$ cat config.mk
export PLATFORM = sky130hd
export DESIGN_NAME = lift_car_controller
export DESIGN_NICKNAME = d
export VERILOG_FILES = /design/src/rtl/lift_pkg.sv /design/src/rtl/lift_dwell_timer.sv /design/src/rtl/lift_car_controller.sv
export SDC_FILE = /design/constraint.sdc
export NUM_CORES = 1
export LEC_CHECK = 0
export CAP_MARGIN = 25
export CELL_PAD_IN_SITES_DETAIL_PLACEMENT = 1
export CELL_PAD_IN_SITES_GLOBAL_PLACEMENT = 2
export CORE_MARGIN = 4
export CORE_UTILIZATION = 35
export DETAILED_ROUTE_END_ITERATION = 8
export PLACE_DENSITY_LB_ADDON = 0.1
export RECOVER_POWER = 25
export SETUP_SLACK_MARGIN = 0.05
export SYNTH_ARGS = -nofsm -noshare
export SYNTH_HDL_FRONTEND = slang
export SYNTH_SLANG_ARGS = --single-unit
$ cat constraint.sdc
create_clock -name clk -period 6.4 [get_ports clk]
set_input_delay 1.28 -clock clk [delete_from_list [all_inputs] [get_ports clk]]
set_output_delay 1.28 -clock clk [all_outputs]
set_load 0.01 [all_outputs]
$ cat src/rtl/lift_pkg.sv
// Shared lift types and defaults: state encoding, direction encoding, floor-index width helper.
// Also used by the floor request manager, so keep it free of controller-specific logic.
package lift_pkg;

    typedef enum logic [1:0] {
        IDLE      = 2'd0,
        MOVING    = 2'd1,
        DOOR_OPEN = 2'd2
    } lift_state_t;

    localparam logic DIR_UP   = 1'b1;
    localparam logic DIR_DOWN = 1'b0;

    localparam int LIFT_NUM_FLOORS    = 3;
    localparam int LIFT_TRAVEL_CYCLES = 8;
    localparam int LIFT_DOOR_CYCLES   = 16;

    // Width of an index able to hold 0..n-1, never narrower than one bit.
    function automatic int idx_width(input int n);
        return (n > 1) ? $clog2(n) : 1;
    endfunction

endpackage

$ cat src/rtl/lift_dwell_timer.sv
// Loadable down counter with hold; load wins over hold, and the count rests at zero.
// One instance times floor travel, the other times door dwell.
module lift_dwell_timer #(
    parameter int W = 4
) (
    input  logic         clk,
    input  logic         rst_n,
    input  logic         i_load,
    input  logic [W-1:0] i_load_val,
    input  logic         i_hold,
    output logic         o_zero
);

    logic [W-1:0] r_count;

    always_ff @(posedge clk or negedge rst_n) begin
        if (!rst_n) begin
            r_count <= '0;
        end else if (i_load) begin
            r_count <= i_load_val;
        end else if (!i_hold && (r_count != '0)) begin
            r_count <= r_count - 1'b1;
        end
    end

    assign o_zero = (r_count == '0);

endmodule

$ cat src/rtl/lift_car_controller.sv
// SCAN car sequencer: moves toward live targets, keeps direction while targets remain ahead,
// times travel and door dwell, and reports a one-hot position back to the request manager.
module lift_car_controller
    import lift_pkg::*;
#(
    parameter int NUM_FLOORS    = LIFT_NUM_FLOORS,
    parameter int TRAVEL_CYCLES = LIFT_TRAVEL_CYCLES,
    parameter int DOOR_CYCLES   = LIFT_DOOR_CYCLES
) (
    input  logic                  clk,
    input  logic                  rst_n,
    input  logic [NUM_FLOORS-1:0] req_floor,
    input  logic                  start,
    input  logic                  door_hold,
    input  logic                  estop,
    output logic [NUM_FLOORS-1:0] current_floor,
    output logic                  motor_up,
    output logic                  motor_down,
    output logic                  door_open,
    output logic                  arrived
);

    localparam int IDX_W = idx_width(NUM_FLOORS);
    localparam int TRV_W = idx_width(TRAVEL_CYCLES);
    localparam int DR_W  = idx_width(DOOR_CYCLES);

    localparam logic [TRV_W-1:0] TRV_RELOAD = TRV_W'(TRAVEL_CYCLES - 1);
    localparam logic [DR_W-1:0]  DR_RELOAD  = DR_W'(DOOR_CYCLES - 1);

    lift_state_t      r_state;
    logic [IDX_W-1:0] r_idx;
    logic             r_dir;
    logic             r_arrived;

    logic [NUM_FLOORS-1:0] w_tgt;
    logic [IDX_W-1:0]      w_next_idx;
    logic                  w_cur_here, w_cur_above, w_cur_below;
    logic                  w_nxt_here, w_nxt_above, w_nxt_below;
    logic                  w_nxt_ahead, w_nxt_behind;
    logic                  w_step;
    logic                  w_trv_load, w_trv_zero;
    logic                  w_door_load, w_door_zero;

    // Returns {here, above, below} for target mask t seen from floor idx.
    function automatic logic [2:0] scan_flags(input logic [NUM_FLOORS-1:0] t,
                                              input logic [IDX_W-1:0] idx);
        logic h, a, b;
        h = 1'b0;
        a = 1'b0;
        b = 1'b0;
        for (int i = 0; i < NUM_FLOORS; i++) begin
            if (t[i]) begin
                if (i > int'(idx))      a = 1'b1;
                else if (i < int'(idx)) b = 1'b1;
                else                    h = 1'b1;
            end
        end
        return {h, a, b};
    endfunction

    assign w_tgt      = start ? req_floor : '0;
    assign w_next_idx = (r_dir == DIR_UP) ? (r_idx + 1'b1) : (r_idx - 1'b1);

    assign {w_cur_here, w_cur_above, w_cur_below} = scan_flags(w_tgt, r_idx);
    assign {w_nxt_here, w_nxt_above, w_nxt_below} = scan_flags(w_tgt, w_next_idx);

    // Targets relative to the floor the car is about to reach, split by current direction.
    assign w_nxt_ahead  = (r_dir == DIR_UP) ? w_nxt_above : w_nxt_below;
    assign w_nxt_behind = (r_dir == DIR_UP) ? w_nxt_below : w_nxt_above;
    assign w_step       = (r_state == MOVING) && !estop && w_trv_zero;

    assign w_trv_load = ((r_state == IDLE) && !estop && !w_cur_here && (w_cur_above || w_cur_below))
                     || (w_step && !w_nxt_here && (w_nxt_above || w_nxt_below));

    assign w_door_load = ((r_state == IDLE) && !estop && w_cur_here)
                      || (w_step && w_nxt_here)
                      || ((r_state == DOOR_OPEN) && !estop && door_hold);

    lift_dwell_timer #(.W(TRV_W)) u_travel_timer (
        .clk        (clk),
        .rst_n      (rst_n),
        .i_load     (w_trv_load),
        .i_load_val (TRV_RELOAD),
        .i_hold     (estop),
        .o_zero     (w_trv_zero)
    );

    lift_dwell_timer #(.W(DR_W)) u_door_timer (
        .clk        (clk),
        .rst_n      (rst_n),
        .i_load     (w_door_load),
        .i_load_val (DR_RELOAD),
        .i_hold     (estop),
        .o_zero     (w_door_zero)
    );

    always_ff @(posedge clk or negedge rst_n) begin
        if (!rst_n) begin
            r_state   <= IDLE;
            r_idx     <= '0;
            r_dir     <= DIR_UP;
            r_arrived <= 1'b0;
        end else begin
            r_arrived <= 1'b0;
            unique case (r_state)
                IDLE: begin
                    if (!estop) begin
                        if (w_cur_here) begin
                            r_state   <= DOOR_OPEN;
                            r_arrived <= 1'b1;
                        end else if (w_cur_above) begin
                            r_state <= MOVING;
                            r_dir   <= DIR_UP;
                        end else if (w_cur_below) begin
                            r_state <= MOVING;
                            r_dir   <= DIR_DOWN;
                        end
                    end
                end
                MOVING: begin
                    if (w_step) begin
                        r_idx <= w_next_idx;
                        if (w_nxt_here) begin
                            r_state   <= DOOR_OPEN;
                            r_arrived <= 1'b1;
                        end else if (w_nxt_ahead) begin
                            r_state <= MOVING;
                        end else if (w_nxt_behind) begin
                            r_dir <= ~r_dir;
                        end else begin
                            r_state <= IDLE;
                        end
                    end
                end
                DOOR_OPEN: begin
                    if (!estop && !door_hold && w_door_zero) begin
                        r_state <= IDLE;
                    end
                end
                default: r_state <= IDLE;
            endcase
        end
    end

    assign current_floor = NUM_FLOORS'(1) << r_idx;
    assign motor_up      = (r_state == MOVING) && (r_dir == DIR_UP)   && !estop;
    assign motor_down    = (r_state == MOVING) && (r_dir == DIR_DOWN) && !estop;
    assign door_open     = (r_state == DOOR_OPEN);
    assign arrived       = r_arrived;

endmodule

; ---- Word-level counts from Yosys, hierarchy flattened
; Index checks and enable logic that the tools add are counted.
[word_totals]
mem_count = 0
rom_bits = 0
out_inout_bits = 7
in_bits = 8
word_cells = 145
ff_bits = 13
latchBits = 0
ramBits = 0
[classes]
n_mul = 0
mux = 72
n_lt_le_gt_ge = 10
n_addsub = 4
n_shift = 1
eq_ne = 12
n_div = 0
reduce_logical = 39
bitwise_logic = 1
[ops]
columns = op, n
row1 = $mux 1, 54
row2 = $mux 2, 10
row3 = $logic_and 1x1->1, 19
row4 = $ne 2x2->1 const B, 6
row5 = $mux 3, 3
row6 = $lt 1x2->1 const A, 4
row7 = $mux 4, 2
row8 = $ne 4x4->1 const B, 2
row9 = $reduce_and 8->1, 1
row10 = $pmux 2 s3, 1
row11 = $reduce_bool 2->1, 3
row12 = $logic_or 1x1->1, 5
row13 = $reduce_and 5->1, 1
row14 = $gt 1x2->1 const A, 2
row15 = $gt 2x2->1 const A, 2
row16 = $logic_not 1->1, 4
row17 = $logic_not 4->1, 1
row18 = $lt 2x2->1 const A, 2
row19 = $pmux 1 s2, 2
row20 = $reduce_bool 4->1, 1
row21 = $sub 4x1->4 const B, 1
row22 = $logic_not 3->1, 1
row23 = $ne 3x3->1 const B, 1
row24 = $reduce_bool 3->1, 1
row25 = 10 further kinds, 10

; ---- Depth between registers and ports, before layout
[depth]
word_depth = 17
ltp_mapped = 7
mapped_depth_nobuf = 7

; ---- Modules after synthesis
; A second synthesis with hierarchy kept.
[hier_totals]
cells_unflattened = 120
area_unflattened_um2 = 1043.5
[modules_own_cells]
columns = mod, cells_each, seq_area_each_um2, area_each_um2, n_inst
row1 = lift_car_controller, 76, 151.4, 604.3, 1
row2 = lift_dwell_timer at u_door_timer, 25, 100.1, 249.0, 1
row3 = lift_dwell_timer at u_travel_timer, 19, 75.1, 190.2, 1

; ---- Worst setup path before layout
; No wires, ideal clock.
[synth_timing]
path_type = input port to output port
startpoint = input estop
endpoint = output motor_down
setup_slack_ns = 3.153
path_buffers = 2
cell_stages = 3
arrival_time_ns = 1.967
required_time_ns = 5.120
cell_sequence = buf_2 buf_1 nor3_1
[synth_via]
elab_chain_len = 2
[synth_lines]
columns = item, line_no
row1 = "start, declared", lift_car_controller.sv:15  ; input logic estop,
row2 = $logic_not 1->1, lift_car_controller.sv:147  ; assign motor_down = (r_state == MOVING) && (r_dir == DIR_DOWN) && !estop;
row3 = $logic_and 1x1->1, lift_car_controller.sv:147
row4 = "end, declared", lift_car_controller.sv:18  ; output logic motor_down,
; No other way between the ends.

; ---- Worst setup path in the final report
[layout_timing]
startpoint = input estop
endpoint = output motor_up
[layout_via]
elab_chain_len = 2
[layout_lines]
columns = item, line_no
row1 = $logic_not 1->1, lift_car_controller.sv:146  ; assign motor_up = (r_state == MOVING) && (r_dir == DIR_UP) && !estop;
row2 = $logic_and 1x1->1, lift_car_controller.sv:146
row3 = "end, declared", lift_car_controller.sv:17  ; output logic motor_up,
; No other way between the ends.

==> metrics.yaml <==
worst_setup_path:
  cp_cell_sequence: "clkdlybuf4s50_1 > nor3_1 > clkdlybuf4s50_1"
  cp_slowest_stage_delay_ns: 0.80
  r2r_start: "r_idx[0]"
  critPathKind: "input pin to output pin"
  arrival_ns: 2.97
  crit_slowest_cell: "clkdlybuf4s50_1"
  critPathCaptureType: "output pin"
  start_kind: "input pin"
  crit_path_max_fanout: 19
  r2r_slack_ns: 3.94
  r2r_cells: 7
  crit_path_frequent_cell: "clkdlybuf4s50_1"
  r2r-end: "u_travel_timer.r_count[1]"
  required_ns: 5.12
cts:
  cts_resized: 0
  cts_sinks: 13
  clockBufferDepth: 2
  post_cts_buffers: 0
  cts-root-buf: "clkbuf_4"
  clk_pin_slew_worst_paths_ns: 0.08
  insertion_delay_ns: 0.28
  cts_max_level: 1
  cts_tree: "yes"
  cts-buffers-inserted: 3
  hold_buffers: 0
synthesis:
  netlist_area_mm2: 0.00112
  syn_nets: 143
  synth_seq_cells: 13
  synthSimpleGateAreaFrac_pct: 25.9
  syn_inst: 128
  synth_compound_area_share_pct: 26.2
  synth_most_common_cell: "dfrtp_1"
  synth_edf_count: 0
  synth_ff_type: "dfrtp_1"
  synth_top_family_by_area: "compound AO/OA/AOI/OAI gates"
  async_flop_share_pct: 100
  yosysSeqAreaShare_pct: 29.3
  yosysWarnings: 0
  syn_avg_cell_area_um2: 8.72
  synth.top_cell.area_share_pct: 26.9
  synth_xor_area_share_pct: 3.81
  synthAdderAreaFrac_pct: 7.85
  synthTopCellsByArea: "dfrtp_1 (27%), ha_1 (7.8%), nand2b_1 (4.5%)"
  synth.distinct_cells: 45
  synth_commonest_cells: "dfrtp_1 (12), inv_1 (11), nand2_1 (10), nor2_1 (10), a21oi_1 (9)"
  synthMuxAreaShare_pct: 2.13
  synth_largest_area_cell: "dfrtp_1"
layout:
  multiInputGateArea_um2: 736
  stdcell_count: 188
  utilization_pct: 43.5
  drive_above_1_share_pct: 10.4
  area_growth_pct: 19.1
  layout.area.seq_um2: 327
  final_net_count: 160
  fillers: 378
  num_antenna_cells: 0
  fin_area_mm2: 0.00133
drt:
  viasPerCell: 5.30
  first_pass_iters: 4
  num_vias: 996
  routed_wl_um: 2860
  ant_nets: 0
  drc_errors: 0
  drt_iter0_markers: 55
  post_drt_wl_per_cell_um: 15.2
timing:
  hold_viol: 0
  max_freq_mhz: 235
  min_period_over_period_pct: 66.5
  setup_tns_ns: 0
  setup_viol: 0
  slew_violations: 0
  min_period_ns: 4.25
  holdWs_ns: 0.546
  tightestPinTransition_ns: 0.752
  rsz0062_at_grt: "false"
  worst_slack_ns: 2.15
  clock_skew_ns: 0.00179
  slew_headroom_pct: 49.7
min_path:
  whs_path_depth: 2
  hp-class: "flip-flop to flip-flop"
  hold-path-endpoint: "u_travel_timer.r_count[0]"
  hold_start: "u_travel_timer.r_count[0]"
placed_design:
  pre_cts_ws_ns: 2.14
  dp_cells: 184
  place_hpwl_um: 2300
  dpl_cell_area_mm2: 0.00130
  io_buffers: 14
  globalplace.congestion: 0.774
global_route:
  grt_pass1_vias: 1059
  track_usage_pct: 15.7
  grt_pass1_wl_um: 5090
  overflow: 0
  antenna_found_initial: 0
  grt_max_degree: 20
die:
  fp.coreArea_mm2: 0.00305
  rows: 20
  die_area_mm2: 0.00416
  start_util_pct: 36.6
  die_w_um: 64.5
  fp.dieH_um: 64.5
  io_pins: 15
job:
  maxCapViolCount: 0
power:
  leakage_nw: 0.522
  ir_worst_vdd_mv: 0.247
  power_density_mw_per_mm2: 421
  p_total_mw: 0.560
outcome:
  status: "completed"
## registers in the layout (all words and copies together) (netlist names)
name / cells
arrived: 1
r_dir: 1
r_idx: 2
r_state: 2
u_door_timer.r_count: 4
u_travel_timer.r_count: 3
## critical path, delay by kind of cell
kind / cells / cell delay [ns]
buffers and inverters: 2 / 1.37
and+or+nand+nor: 1 / 0.32
## placed cells by master, fill, tap and decap left out, types with 5 or more instances in the layout
| cell | n |
|---|---|
| o21ai_0 | 5 |
| nor2_1 | 10 |
| nand2b_1 | 8 |
| a21oi_1 | 9 |
| inv_1 | 11 |
| nand2_1 | 10 |
| nand3_1 | 7 |
| clkdlybuf4s50_1 | 13 |
| dfrtp_1 | 12 |
| ha_1 | 7 |
## routing by layer
metal | global-route usage [%] | vias up | wire [um] | share of wire, %
li1 | - | 492 | - | -
met2 | 25.3 | 15 | 1360 | 48
met5 | 0 | - | 0 | 0
met3 | 4.51 | 2 | 112 | 3.9
met4 | 3.17 | 0 | 12 | 0.42
met1 | 21.0 | 487 | 1370 | 48
## worst max-delay path by stage
stage	start	depth (start not counted)	end
floorplan	estop	3	motor_down
global placement	estop	3	motor_up
detailed placement	estop	3	motor_down
CTS	estop	3	motor_down
global route	estop	3	motor_up
finish	estop	3	motor_up
## layout make-up
| type | count | area share (%) |
|---|---|---|
| inverter | 12 | 3.39 |
| tap | 44 | 4.14 |
| multi-input combinational | 101 | 55.4 |
| sequential | 13 | 24.6 |
| clock buffer | 4 | 1.98 |
| timing repair buffer | 14 | 10.5 |
## power by group
part	internal, mW	switching (mW)	total, mW
Sequential	0.119	0.0444	0.163
Clock	0.0242	0.0286	0.0529
Combinational	0.153	0.191	0.344
Total	0.296	0.264	0.560
## cells by family (layout without fill, tap and decap cells)
kind of cell / Yosys count / in the layout
AO/OA/AOI/OAI: 36 / 36
flip-flops: 13 / 13
adder cells (fa/ha/maj): 7 / 7
buffers and inverters: 14 / 30
AND/OR/NAND/NOR: 52 / 52
XOR/XNOR: 4 / 4
multiplexers: 2 / 2
Power figures use the tool's default switching activity.
